[config.mk]
export PLATFORM = sky130hd
export DESIGN_NAME = wb_stage
export DESIGN_NICKNAME = d
export VERILOG_FILES = /design/src/rtl/wb_stage.sv
export SDC_FILE = /design/constraint.sdc
export NUM_CORES = 1
export LEC_CHECK = 0
export ABC_AREA = 1
export CORE_MARGIN = 8
export CORE_UTILIZATION = 48
export DETAILED_ROUTE_END_ITERATION = 8
export GPL_TIMING_DRIVEN = 0
export PLACE_DENSITY = 0.86
export SYNTH_ARGS = -nofsm -noshare
export SYNTH_HDL_FRONTEND = slang
export SYNTH_SLANG_ARGS = --single-unit
[constraint.sdc]
create_clock -name clk -period 3.5 [get_ports clk]
set_clock_uncertainty 0.1 [all_clocks]
set_input_delay 0.525 -clock clk [delete_from_list [all_inputs] [get_ports clk]]
set_output_delay 0.525 -clock clk [all_outputs]
set_load 0.1 [all_outputs]
[src/rtl/wb_stage.sv]
// RV32 writeback stage: registers the retiring instruction, selects the
// writeback value, holds the pipeline on pending loads, counts retirements.
module wb_stage #(
  parameter logic [6:0] RESET_OPCODE = 7'b0000000
) (
  input  logic        clk,
  input  logic        rst,
  input  logic        mem_valid,
  output logic        mem_ready,
  input  logic [6:0]  mem_opcode,
  input  logic [2:0]  mem_funct3,
  input  logic [4:0]  mem_rd,
  input  logic [31:0] mem_alu_result,
  input  logic [31:0] mem_pc_plus4,
  input  logic [31:0] dmem_rdata,
  input  logic        dmem_rvalid,
  output logic [6:0]  opcode_out,
  output logic [4:0]  rd_addr_out,
  output logic [31:0] rd_data_out,
  output logic        rf_we,
  output logic        stall_req,
  output logic [31:0] retire_count
);

  localparam logic [6:0] OP_LOAD   = 7'b0000011;
  localparam logic [6:0] OP_JAL    = 7'b1101111;
  localparam logic [6:0] OP_JALR   = 7'b1100111;
  localparam logic [6:0] OP_BRANCH = 7'b1100011;
  localparam logic [6:0] OP_STORE  = 7'b0100011;
  localparam logic [6:0] OP_FENCE  = 7'b0001111;
  localparam logic [6:0] OP_SYSTEM = 7'b1110011;

  typedef enum logic [1:0] {
    EMPTY,
    VALID,
    WAIT_LOAD
  } state_t;

  state_t      state_q, state_d;
  logic [6:0]  opcode_q, opcode_d;
  logic [4:0]  rd_addr_q, rd_addr_d;
  logic [31:0] rd_data_q, rd_data_d;
  logic        rf_we_q, rf_we_d;
  logic [31:0] retire_count_q, retire_count_d;
  logic [4:0]  ld_rd_q, ld_rd_d;
  logic [2:0]  ld_f3_q, ld_f3_d;
  logic [1:0]  ld_a_q, ld_a_d;

  logic        xfer;
  logic        op_writes;
  logic [7:0]  ld_byte;
  logic [15:0] ld_half;
  logic [31:0] ld_data;
  logic        ld_ok;

  assign mem_ready    = (state_q != WAIT_LOAD);
  assign stall_req    = (state_q == WAIT_LOAD);
  assign xfer         = mem_valid & mem_ready;
  assign opcode_out   = opcode_q;
  assign rd_addr_out  = rd_addr_q;
  assign rd_data_out  = rd_data_q;
  assign rf_we        = rf_we_q;
  assign retire_count = retire_count_q;

  assign op_writes = (mem_opcode != OP_BRANCH) &&
                     (mem_opcode != OP_STORE) &&
                     (mem_opcode != OP_FENCE) &&
                     (mem_opcode != OP_SYSTEM);

  always_comb begin
    ld_byte = dmem_rdata[8*ld_a_q +: 8];
    ld_half = ld_a_q[1] ? dmem_rdata[31:16] : dmem_rdata[15:0];
    ld_data = 32'd0;
    ld_ok   = 1'b1;
    unique case (ld_f3_q)
      3'b000:  ld_data = {{24{ld_byte[7]}}, ld_byte};
      3'b001:  ld_data = {{16{ld_half[15]}}, ld_half};
      3'b010:  ld_data = dmem_rdata;
      3'b100:  ld_data = {24'd0, ld_byte};
      3'b101:  ld_data = {16'd0, ld_half};
      default: ld_ok   = 1'b0;
    endcase
  end

  always_comb begin
    state_d        = state_q;
    opcode_d       = RESET_OPCODE;
    rd_addr_d      = 5'd0;
    rd_data_d      = 32'd0;
    rf_we_d        = 1'b0;
    ld_rd_d        = ld_rd_q;
    ld_f3_d        = ld_f3_q;
    ld_a_d         = ld_a_q;
    retire_count_d = retire_count_q + {31'd0, state_q == VALID};
    unique case (state_q)
      WAIT_LOAD: begin
        if (dmem_rvalid) begin
          state_d  = VALID;
          opcode_d = OP_LOAD;
          if (ld_ok && ld_rd_q != 5'd0) begin
            rf_we_d   = 1'b1;
            rd_addr_d = ld_rd_q;
            rd_data_d = ld_data;
          end
        end
      end
      default: begin
        if (!xfer) begin
          state_d = EMPTY;
        end else if (mem_opcode == OP_LOAD) begin
          state_d = WAIT_LOAD;
          ld_rd_d = mem_rd;
          ld_f3_d = mem_funct3;
          ld_a_d  = mem_alu_result[1:0];
        end else begin
          state_d  = VALID;
          opcode_d = mem_opcode;
          if (op_writes && mem_rd != 5'd0) begin
            rf_we_d   = 1'b1;
            rd_addr_d = mem_rd;
            rd_data_d = (mem_opcode == OP_JAL || mem_opcode == OP_JALR)
                        ? mem_pc_plus4 : mem_alu_result;
          end
        end
      end
    endcase
  end

  always_ff @(posedge clk) begin
    if (rst) begin
      state_q        <= EMPTY;
      opcode_q       <= RESET_OPCODE;
      rd_addr_q      <= 5'd0;
      rd_data_q      <= 32'd0;
      rf_we_q        <= 1'b0;
      retire_count_q <= 32'd0;
      ld_rd_q        <= 5'd0;
      ld_f3_q        <= 3'd0;
      ld_a_q         <= 2'd0;
    end else begin
      state_q        <= state_d;
      opcode_q       <= opcode_d;
      rd_addr_q      <= rd_addr_d;
      rd_data_q      <= rd_data_d;
      rf_we_q        <= rf_we_d;
      retire_count_q <= retire_count_d;
      ld_rd_q        <= ld_rd_d;
      ld_f3_q        <= ld_f3_d;
      ld_a_q         <= ld_a_d;
    end
  end

endmodule

==> impl_metrics.py, run 1 <==
metrics = {
    "clock_tree": {
        "clock_latency_ns": 0.37,
        "cts_root_buffer": "clkbuf_8",
        "htree_num_levels": 3,
        "clk_pin_slew_ns": 0.10,
        "ctsHoldBuffers": 0,
        "cts-resized-gates": 0,
        "cts_inserted_buffers": 9,
        "clockBufferDepth": 2,
        "clock_sink_count": 89,
        "cts_tree": "done",
        "cts_setup_buffers": 0,
    },
    "timing": {
        "tightestPinTransition_ns": 1.04,
        "whs_ns": 0.393,
        "rsz0062_at_grt": "false",
        "relSlewSlack_pct": 30.5,
        "finalSetupTns_ns": 0,
        "period_share_pct": 86.8,
        "slew_violations": 0,
        "setup_violations": 0,
        "final.min_clock_period_ns": 3.04,
        "hold_viol_final": 0,
        "max_freq_mhz": 329,
    },
    "die": {
        "coreArea_um2": 10700,
        "pin_count": 194,
        "die_area_um2": 14300,
        "rows": 38,
        "fp.dieH_um": 120,
        "initial_core_util_pct": 48.3,
        "chipWidth_um": 120,
    },
    "logic_synthesis": {
        "synth_compound_area_share_pct": 15.2,
        "synth_fp_nets": 947,
        "synth_cell_types": 33,
        "syn_area_per_cell_um2": 6.20,
        "synthesis.instances": 830,
        "synth_seq_cells": 89,
        "synth_top_family_by_area": "simple AND/OR/NAND/NOR gates",
        "syn_area_um2": 5150,
        "yosysSeqAreaShare_pct": 34.6,
        "synthMuxAreaShare_pct": 0,
        "ys_warn_count": 0,
        "synth_fa_ha_area_share_pct": 0.486,
        "synth_xor_area_share_pct": 0.851,
        "synth-simple-area-share_pct": 38.3,
    },
    "grt": {
        "grt_first_pass_wirelength_um": 28200,
        "antenna_found_initial": 0,
        "grt_max_degree": 17,
        "grt_pass1_vias": 5828,
        "grt_usage_pct": 24.2,
        "grt_overflow_total": 0,
    },
    "route": {
        "vias": 5971,
        "drt-wirelength-per-cell_um": 14.9,
        "dr.pass1.iters": 5,
        "drt_iter0_drc": 422,
        "wl_um": 17500,
        "vias_per_cell": 5.07,
        "ant_nets": 0,
        "post-route-drc-count": 0,
    },
    "setup_path": {
        "reg2reg_to": "retire_count[24]",
        "crit_required_ns": 2.87,
        "critPathLaunchType": "flop",
        "worst-r2r-setup-slack_ns": 1.53,
        "worst-path-max-fanout": 10,
        "end_kind": "output port",
        "reg2reg_from": "state_q[0]",
        "reg2regPathDepth": 11,
        "cp.arrival_ns": 2.41,
        "crit_type": "reg -> out",
    },
    "power": {
        "ir_worst_vdd_mv": 0.239,
        "leakage_nw": 2.94,
        "power_density_nw_per_um2": 320,
    },
    "status": {
        "status": "finished clean",
    },
    "worst_hold_path": {
        "holdPathStages": 2,
        "hold_end": "rd_addr_out[0]",
        "min-delay-start": "ld_rd_q[0]",
        "worstHoldPathType": "reg -> reg",
    },
    "finish": {
        "n_antenna_cell": 0,
        "layout_commonest_cell": "nand2_1",
        "syn_to_final_growth_pct": 45.1,
        "fin_cells": 1178,
        "mostFrequentLayoutCells": "247 x nand2_1, 192 x clkdlybuf4s50_1, 111 x nor2_1",
        "fin_nets": 1150,
        "num-fill-cells": 930,
        "layout-drive-gt1-share_pct": 7.61,
        "final_area_um2": 7470,
    },
    "placement": {
        "detailed_place.area_um2": 7250,
        "gp_congestion": 0.965,
        "portBuffers": 192,
        "dp.cells": 1162,
        "hpwl_um": 14000,
    },
    "flow_run": {
        "cap_violations": 0,
    },
}
## metal layers
layer,up-vias,GRT usage [%],routed length (um)
met2,256,41.5,8380
li1,3047,-,-
met1,2639,26.9,6870
met5,-,0,0
met4,0,9.37,432
met3,29,8.64,1840
## registers in the layout, summed over array words and instances (netlist names)
register / count
rd_data_out: 32
opcode_out: 7
retire_count: 32
ld_rd_q: 5
rd_addr_out: 5
rf_we: 1
ld_a_q: 2
ld_f3_q: 3
state_q: 2
## worst max-delay path, cell delays in order (launching register included)
cell and delay [ns]:
dfxtp_1 0.33, inv_2 0.04, nand2_2 0.10, clkbuf_1 0.35, clkdlybuf4s50_1 1.22
## report_power, final
| part | switching, mW | internal (mW) |
|---|---|---|
| registers | 0.00817 | 1.04 |
| clock network | 0.406 | 0.411 |
| logic | 0.325 | 0.201 |
## worst max-delay path by stage
stage	startpoint	slack, ns	to
global placement	mem_opcode[2]	0.87	rd_data_out[10]
CTS	state_q[0]	0.45	mem_ready
finish	state_q[0]	0.46	mem_ready
detailed placement	state_q[0]	0.87	mem_ready
global route	state_q[0]	0.32	mem_ready
floorplan	retire_count[0]	1.04	retire_count[24]
## Yosys cell counts, drive strengths merged
master | instances | area share [%]
nand2 | 252 | 19
nor2 | 120 | 9.9
inv | 91 | 6.6
dfxtp | 89 | 35
o21ai | 69 | 6.8
a21oi | 66 | 7.1
nand3 | 57 | 5.6
buf | 21 | 2.6
clkbuf | 18 | 1.3
nor3 | 16 | 1.9
o211ai | 8 | 1.2
nand4 | 7 | 0.85
nand3b | 6 | 0.87
xnor2 | 3 | 0.51
ha | 2 | 0.49
xor2 | 2 | 0.34
nor3b | 1 | 0.24
o31ai | 1 | 0.15
or2 | 1 | 0.12
## kinds of logic after synthesis
kind of cell / after synthesis
adder cells (fa/ha/maj): 2
XOR/XNOR: 5
buffers and inverters: 130
AND/OR/NAND/NOR: 460
flip-flops: 89
AO/OA/AOI/OAI: 144
## layout make-up
| class | instances | area (um2) | area share [%] |
|---|---|---|---|
| Inverter | 91 | 342 | 4.57 |
| Clock buffer | 9 | 124 | 1.66 |
| Clock inverter | 7 | 103 | 1.37 |
| Sequential cell | 89 | 1780 | 23.8 |
| Buffer | 39 | 203 | 2.71 |
| Timing Repair Buffer | 192 | 1920 | 25.7 |
| Multi-Input combinational cell | 611 | 2820 | 37.8 |
| Tap cell | 140 | 175 | 2.34 |
## metrics by stage
step | setup slack [ns] | power (mW) | util, %
6_report | 0.461 | 2.39 | 70.2
5_1_grt | 0.323 | 2.47 | 70.2
4_1_cts | 0.448 | 2.40 | 70.2
3_5_place_dp | 0.871 | 1.59 | 68.0
3_3_place_gp | 0.872 | 1.59 | 68.0
2_1_floorplan | 1.04 | 1.37 | -
Note: power is estimated with default switching activity, not from simulation.
==> inputs of run 2 (changes only) <==
--- a/config.mk
+++ b/config.mk
@@ -11,6 +11,8 @@
 export DETAILED_ROUTE_END_ITERATION = 8
 export GPL_TIMING_DRIVEN = 0
 export PLACE_DENSITY = 0.86
+export REMOVE_ABC_BUFFERS = 1
 export SYNTH_ARGS = -nofsm -noshare
 export SYNTH_HDL_FRONTEND = slang
 export SYNTH_SLANG_ARGS = --single-unit
+export TNS_END_PERCENT = 5
==> run 2 against run 1 <==
Combinational power shrank 2%. Largest cell class unchanged. Core utilization down 1.3 points. Cell count decreased by 3.1%. Global-route usage fell by 1.0 points. Critical path type is now in -> reg.
==> impl_metrics.py, run 2 (synthesis gave the netlist of run 1 again) <==
metrics = {
    "flow_run": {
        "cap_violations": 0,
    },
    "clock_tree": {
        "cts_setup_buffers": 0,
        "clk_pin_slew_ns": 0.09,
        "cts-resized-gates": 0,
        "clockBufferDepth": 2,
        "htree_num_levels": 3,
        "cts_tree": "done",
        "cts_root_buffer": "clkbuf_8",
        "clock_sink_count": 89,
        "cts_inserted_buffers": 9,
        "clock_latency_ns": 0.37,
        "ctsHoldBuffers": 0,
    },
    "finish": {
        "num-fill-cells": 948,
        "layout_commonest_cell": "nand2_1",
        "mostFrequentLayoutCells": "247 x nand2_1, 192 x clkdlybuf4s50_1, 110 x nor2_1",
        "regArea_um2": 1780,
        "fin_cells": 1141,
        "layout-drive-gt1-share_pct": 6.29,
        "fin_nets": 1115,
        "multi_input_area_um2": 2840,
        "final_area_um2": 7330,
        "syn_to_final_growth_pct": 42.4,
        "n_antenna_cell": 0,
    },
    "route": {
        "vias_per_cell": 5.14,
        "dr.pass1.iters": 6,
        "post-route-drc-count": 0,
        "wl_um": 17000,
        "ant_nets": 0,
        "drt-wirelength-per-cell_um": 14.9,
        "drt_iter0_drc": 375,
        "vias": 5862,
    },
    "placement": {
        "hpwl_um": 13000,
        "dp.cells": 1127,
        "gp_congestion": 0.880,
        "portBuffers": 193,
        "detailed_place.area_um2": 7120,
    },
    "power": {
        "ir_worst_vdd_mv": 0.218,
        "leakage_nw": 2.85,
        "power_density_nw_per_um2": 321,
        "power_mw": 2.35,
    },
    "worst_hold_path": {
        "worstHoldPathType": "reg -> reg",
    },
    "setup_path": {
        "end_kind": "flop",
        "critPathLaunchType": "input port",
        "crit_required_ns": 3.70,
        "worst-path-max-fanout": 43,
        "cp.arrival_ns": 3.27,
        "worst-r2r-setup-slack_ns": 0.85,
        "crit_type": "in -> reg",
    },
    "grt": {
        "grt_usage_pct": 23.2,
        "antenna_found_initial": 0,
        "grt_overflow_total": 0,
        "grt_max_degree": 44,
        "grt_pass1_vias": 5700,
        "grt_first_pass_wirelength_um": 27100,
    },
    "timing": {
        "rsz0062_at_grt": "false",
        "max_freq_mhz": 326,
        "tightestPinTransition_ns": 1.08,
        "relSlewSlack_pct": 28.0,
        "slew_violations": 0,
        "period_share_pct": 87.6,
        "hold_viol_final": 0,
        "setup_violations": 0,
        "final.min_clock_period_ns": 3.07,
    },
    "die": {
        "chipWidth_um": 120,
        "fp.dieH_um": 120,
        "pin_count": 194,
        "coreArea_um2": 10700,
        "rows": 38,
        "die_area_um2": 14300,
        "initial_core_util_pct": 48.3,
    },
    "status": {
        "status": "finished clean",
    },
}
## run 2: changes by cell type in the layout (fill, tap and decap cells not counted), moves of 2 or more
cell | before | now
buf_6 | 2 | 0
buf_8 | 0 | 2
nand3_2 | 1 | 3
clkbuf_1 | 18 | 0
buf_4 | 7 | 0
buf_2 | 12 | 1
nand3_1 | 56 | 54
## run 2: worst paths after layout
check,startpoint,end,depth (start not counted)
hold / removal,ld_rd_q[4],rd_addr_out[4],2
setup / recovery,mem_opcode[2],rd_data_out[25],7
hold reg to reg,ld_rd_q[4],rd_addr_out[4],2
setup reg to reg,ld_a_q[1],rd_data_out[20],6
## run 2: area by class of cell
type / count / area share [%]
repair buffers: 196 / 27.0
flip-flops and latches: 89 / 24.3
well taps: 140 / 2.39
multi-input cells: 611 / 38.7
inverters: 91 / 4.66
clock inverters: 4 / 1.06
clock buffers: 10 / 1.88
## run 2: worst max-delay path, cell delays in order
cell and delay, ns:
clkdlybuf4s50_1 0.52, nand3_2 0.65, nor2_2 0.99, nand2_1 0.18, nand2_1 0.12, nand3_1 0.10, a21oi_2 0.16
## run 2: through the flow
stage / hold slack, ns / setup slack, ns / util (%) / TNS [ns]
6_report: 0.373 / 0.433 / 68.8 / 0
5_1_grt: 0.395 / 0.0508 / 68.8 / 0
4_1_cts: 0.379 / 0.369 / 68.8 / 0
3_5_place_dp: 0.358 / -0.0114 / 66.8 / -0.0163
3_3_place_gp: 0.356 / -1.32 / 66.2 / -49.96
2_1_floorplan: 0.338 / 0.316 / - / 0
## run 2: report_power, final
part / switching [mW] / internal (mW) / total, mW / leakage, nW
registers: 0.00865 / 1.04 / 1.05 / 0.724
clock network: 0.374 / 0.418 / 0.792 / 0.109
logic: 0.318 / 0.196 / 0.514 / 2.01
## run 2: metal layers
metal / global-route usage, % / up-vias / share of wire [%]
li1: - / 2978 / -
met1: 25.2 / 2634 / 39
met2: 40.4 / 225 / 49
met3: 8.55 / 25 / 10
met4: 8.67 / 0 / 2.0
met5: 0 / - / 0
